===== src/rtl/dmem_arbiter.sv =====
// dmem_arbiter: per-cycle arbiter sharing single-port dmem between the CPU load/store port
// and VGA burst reads. Define ARB_CPU_PREEMPT_EN to let CPU accesses steal burst slots.
module dmem_arbiter #(
  parameter int AW   = 16,
  parameter int DW   = 32,
  parameter int LENW = 8
) (
  input  logic            clk,
  input  logic            rst_n,
  input  logic            cpu_req,
  input  logic            cpu_we,
  input  logic [AW-1:0]   cpu_addr,
  input  logic [DW-1:0]   cpu_wdata,
  output logic            cpu_gnt,
  output logic            cpu_rvalid,
  output logic [DW-1:0]   cpu_rdata,
  input  logic            vga_req,
  input  logic [AW-1:0]   vga_addr,
  input  logic [LENW-1:0] vga_len,
  output logic            vga_gnt,
  output logic            vga_rvalid,
  output logic [DW-1:0]   vga_rdata,
  output logic            vga_done,
  output logic [AW-1:0]   mem_addr,
  output logic            mem_we,
  output logic [DW-1:0]   mem_wdata,
  input  logic [DW-1:0]   mem_rdata
);

`ifdef ARB_CPU_PREEMPT_EN
  localparam bit PREEMPT = 1'b1;
`else
  localparam bit PREEMPT = 1'b0;
`endif

  typedef enum logic {IDLE, BURST} state_t;

  state_t          state_q, state_d;
  logic [LENW-1:0] rem_q, rem_d;
  logic [AW-1:0]   baddr_q, baddr_d;
  logic [AW-1:0]   addr_hold_q;
  logic            last_vga_q, last_vga_d;
  logic            tag_cpu_q, tag_cpu_d;
  logic            tag_vga_q, tag_vga_d;
  logic            tag_last_q, tag_last_d;
  logic            cpu_wins;
  logic            issue_cpu;
  logic            issue_vga;

  // On a tie the CPU wins only if VGA was the most recent winner.
  assign cpu_wins = cpu_req & (~vga_req | last_vga_q);

  always_comb begin
    state_d    = state_q;
    rem_d      = rem_q;
    baddr_d    = baddr_q;
    last_vga_d = last_vga_q;
    tag_cpu_d  = 1'b0;
    tag_vga_d  = 1'b0;
    tag_last_d = 1'b0;
    issue_cpu  = 1'b0;
    issue_vga  = 1'b0;
    cpu_gnt    = 1'b0;
    vga_gnt    = 1'b0;
    mem_addr   = addr_hold_q;
    mem_we     = 1'b0;
    mem_wdata  = '0;

    unique case (state_q)
      IDLE: begin
        if (cpu_wins) begin
          issue_cpu = 1'b1;
        end else if (vga_req) begin
          vga_gnt    = 1'b1;
          last_vga_d = 1'b1;
          baddr_d    = vga_addr;
          rem_d      = vga_len;
          // A zero-length burst only reports completion on the following cycle.
          if (vga_len == '0) tag_last_d = 1'b1;
          else               state_d    = BURST;
        end
      end
      BURST: begin
        if (PREEMPT && cpu_req) issue_cpu = 1'b1;
        else                    issue_vga = 1'b1;
      end
    endcase

    if (issue_cpu) begin
      cpu_gnt    = 1'b1;
      mem_addr   = cpu_addr;
      mem_we     = cpu_we;
      mem_wdata  = cpu_wdata;
      tag_cpu_d  = ~cpu_we;
      last_vga_d = 1'b0;
    end

    if (issue_vga) begin
      mem_addr  = baddr_q;
      tag_vga_d = 1'b1;
      baddr_d   = baddr_q + AW'(1);
      rem_d     = rem_q - LENW'(1);
      if (rem_q == LENW'(1)) begin
        tag_last_d = 1'b1;
        state_d    = IDLE;
      end
    end
  end

  always_ff @(posedge clk or negedge rst_n) begin
    if (!rst_n) begin
      state_q     <= IDLE;
      rem_q       <= '0;
      baddr_q     <= '0;
      addr_hold_q <= '0;
      last_vga_q  <= 1'b1;
      tag_cpu_q   <= 1'b0;
      tag_vga_q   <= 1'b0;
      tag_last_q  <= 1'b0;
    end else begin
      state_q     <= state_d;
      rem_q       <= rem_d;
      baddr_q     <= baddr_d;
      addr_hold_q <= mem_addr;
      last_vga_q  <= last_vga_d;
      tag_cpu_q   <= tag_cpu_d;
      tag_vga_q   <= tag_vga_d;
      tag_last_q  <= tag_last_d;
    end
  end

  assign cpu_rvalid = tag_cpu_q;
  assign vga_rvalid = tag_vga_q;
  assign vga_done   = tag_last_q;
  assign cpu_rdata  = mem_rdata;
  assign vga_rdata  = mem_rdata;

endmodule


===== config.mk =====
export PLATFORM = sky130hd
export DESIGN_NAME = dmem_arbiter
export DESIGN_NICKNAME = d
export VERILOG_FILES = /design/src/rtl/dmem_arbiter.sv
export SDC_FILE = /design/constraint.sdc
export NUM_CORES = 1
export LEC_CHECK = 0
export CELL_PAD_IN_SITES_DETAIL_PLACEMENT = 1
export CELL_PAD_IN_SITES_GLOBAL_PLACEMENT = 1
export CORE_ASPECT_RATIO = 1.5
export CORE_MARGIN = 3
export CORE_UTILIZATION = 26
export DETAILED_ROUTE_END_ITERATION = 10
export PLACE_DENSITY_LB_ADDON = 0.1
export SYNTH_ARGS = -nofsm -noshare
export SYNTH_HDL_FRONTEND = slang
export SYNTH_SLANG_ARGS = --single-unit
export TNS_END_PERCENT = 100

===== constraint.sdc =====
create_clock -name clk -period 2.9 [get_ports clk]
set_clock_uncertainty 0.05 [all_clocks]
set_input_delay 0.58 -clock clk [delete_from_list [all_inputs] [get_ports clk]]
set_output_delay 0.58 -clock clk [all_outputs]
set_load 0.01 [all_outputs]

==> results.toml <==
[cts]
cts_max_path_buffers = 2
cts_sinks = 45
clkTransAtPathRegs_ns = 0.07
ctsHoldBuffers = 0
clkLatencyLatePin_ns = 0.29
clock-root-buffer = "clkbuf_16"
cts_tree = "done"
htreeDepth = 2
cts_buffers = 5

[power]
powerDensity_mw_per_mm2 = 679
swShare = 0.376
p_int_mw = 1.90
seqPwrFrac = 0.400
p_total_mw = 3.05
max-vdd-ir-drop_uv = 315
combPwrFrac = 0.416
power_switching_mw = 1.14
clock_power_share = 0.184
total_leakage_power_nw = 2.32

[timing]
timing.final.ws_setup_ns = 0.0682
min_period_ns = 2.83
final_max_slew_viol_count = 0
final-setup-viol-count = 0
finalHoldViolations = 0
setup_tns_ns = 0
rsz0062_at_grt = "true"
relSlewSlack = 0.593
post-route-period-util = 0.976
fmax_mhz = 353
hold-worst-slack_ns = 0.247
worst_pin_slew_ns = 0.610

[placed_design]
gp_congestion = 0.704
port_buffers = 130
pre_cts_ws_ns = -0.203
dpl.hpwl_um = 7520

[logic_synthesis]
syn_area_mm2 = 0.00313
syn-num-nets = 467
synth_edf_count = 0
yosys-top-cells-count = "buf_4, dfrtp_1, and2_1"
seq_area_frac_synth = 0.360
ys_async_sr_fraction = 1.00
synth_cell_types = 40
synthTopCellsByArea = "dfrtp_1, buf_4, and2_1, mux2i_1, a211oi_1"
synth_flop_cell = "dfrtp_1"
yosysMostFrequentCell = "buf_4"
synth_top_area_frac = 0.352
synth_warnings = 0
synth.avg_cell_area_um2 = 8.82
synth_area_leader_cell = "dfrtp_1"
syn-instance-count = 355
synth_seq_cells = 45

[route]
vias_per_cell = 4.60
drt_iter0_markers = 82
routed_wl_um = 10000
post-route-drc-count = 0
dr.pass1.iters = 4
avgRoutedWirePerCell_um = 17.3
ant_nets = 0
vias = 2656

[global_route]
antenna_found_initial = 0
grt_max_degree = 41
grt_pass1_vias = 2789
grt_pass1_wl_um = 15100
grt_usage = 0.144
grt-ovfl-total = 0

[die]
start_util = 0.269
die-area_mm2 = 0.0134
die_h_um = 140
pin_count = 227
core_region_area_mm2 = 0.0117
num_rows = 48
die_w_um = 95.6

[worst_setup_path]
worstPathMaxFanout = 6
worst_ep_arrival_time_ns = 2.20
cp-end-kind = "output pin"
reg2regPathDepth = 4
r2r_setup_slack_ns = 1.12
r2r_start = "rem_q[2]$_DFFE_PN0P_"
worst-endpoint-required_ns = 2.27
regToRegEndpoint = "rem_q[7]$_DFFE_PN0P_"
start_kind = "primary input"
path_class = "primary input to output pin"

[outcome]
status = "completed"

[run]
maxCapViolations = 0

[finish]
fillers = 1350
post-route-util = 0.385
diodes = 0
finalNetCount = 539
area_growth_pct = 43.3
final_layout_size_suffix_gt1_frac = 0.0935

[min_path]
hp-class = "primary input to asynchronous set/reset pin"
## layout by cell type, fill, tap and decap left out, types with 3 or more instances in the layout
cell type	n
nand3_1	8
dlymetal6s2s_1	28
nand2_1	29
buf_12	5
ha_1	3
a211oi_1	17
dfrtp_1	43
o21ai_0	15
clkbuf_16	6
nor2_1	5
clkdlybuf4s50_1	85
clkdlybuf4s15_1	6
nor3_1	3
nor4_1	5
dlygate4sd2_1	8
nand4_1	5
buf_4	12
xnor2_1	7
inv_1	6
xor2_1	8
mux2i_1	19
a21oi_1	17
o21ai_1	7
and2_1	34
nor2b_1	14
## flip-flops by register name, indices dropped and copies added (netlist names)
register	flops
addr_hold_q	16
baddr_q	16
last_vga_q	1
state_q	1
vga_rvalid	1
rem_q	8
cpu_rvalid	1
vga_done	1
## metal layers
layer | vias to the layer above | track usage | share of wire
met3 | 14 | 0.0392 | 0.080
li1 | 1292 | - | -
met2 | 91 | 0.266 | 0.53
met1 | 1259 | 0.158 | 0.38
met5 | - | 0 | 0
met4 | 0 | 0.0390 | 0.014
## area by class of cell
class                      instances  area, um2  area share
clock buffer                       6        129      0.0287
clock inverter                     2       10.0     0.00223
inverter                           6       22.5     0.00502
multi-input combinational        220       1440       0.320
sequential                        45       1130       0.252
tap                              150        188      0.0418
timing repair buffer             149       1570       0.351
## power groups by stage
stage | clock, mW | sequential (mW) | combinational (mW)
2_1_floorplan | 0 | 1.12 | 0.885
3_3_place_gp | 0 | 1.22 | 1.30
3_5_place_dp | 0 | 1.23 | 1.33
4_1_cts | 0.591 | 1.22 | 1.27
5_1_grt | 0.609 | 1.27 | 1.43
6_report | 0.561 | 1.22 | 1.27
## timing repair
item                                    4_1_cts  5_1_grt
endpoints found under the setup margin       49       34
gates resized for setup                      22       43
endpoints found under the hold margin         0        0
gates cloned                                  0        2
pin swaps                                     0        0
setup buffers                                 2        5
## stage by stage
| step | cells | area, um2 |
|---|---|---|
| after floorplan | 355 | 3130 |
| after global placement | 561 | 4180 |
| after detailed placement | 561 | 4180 |
| after CTS | 571 | 4320 |
| after global routing | 578 | 4490 |
| final | 578 | 4490 |
## worst max-delay path by stage
stage / start / to / slack [ns] / depth (start not counted)
final: vga_req / mem_addr[14] / 0.07 / 8
after global routing: vga_req / mem_addr[14] / -0.07 / 8
after global placement: vga_req / mem_addr[7] / -0.17 / 7
after CTS: vga_req / mem_addr[15] / -0.03 / 8
after detailed placement: vga_req / mem_addr[7] / -0.20 / 7
after floorplan: vga_req / mem_addr[10] / 0.62 / 6
## cells by family after synthesis
logic type                 after synthesis  share of synthesized area
and+or+nand+nor                        117                      0.209
buffers and inverters                   90                      0.188
AOI/OAI and AO/OA                       65                      0.124
DFF                                     45                      0.360
muxes                                   20                     0.0643
xor gates and xnor gates                15                     0.0420
adders and majority gates                3                     0.0120
## critical path, cell delays in order
cell and delay [ns]:
clkdlybuf4s50_1 0.48, inv_1 0.07, o21ai_4 0.19, buf_12 0.15, buf_4 0.15, mux2i_1 0.07, o21ai_0 0.20, clkdlybuf4s15_1 0.31
No activity file was read; power rests on OpenSTA's default activity.
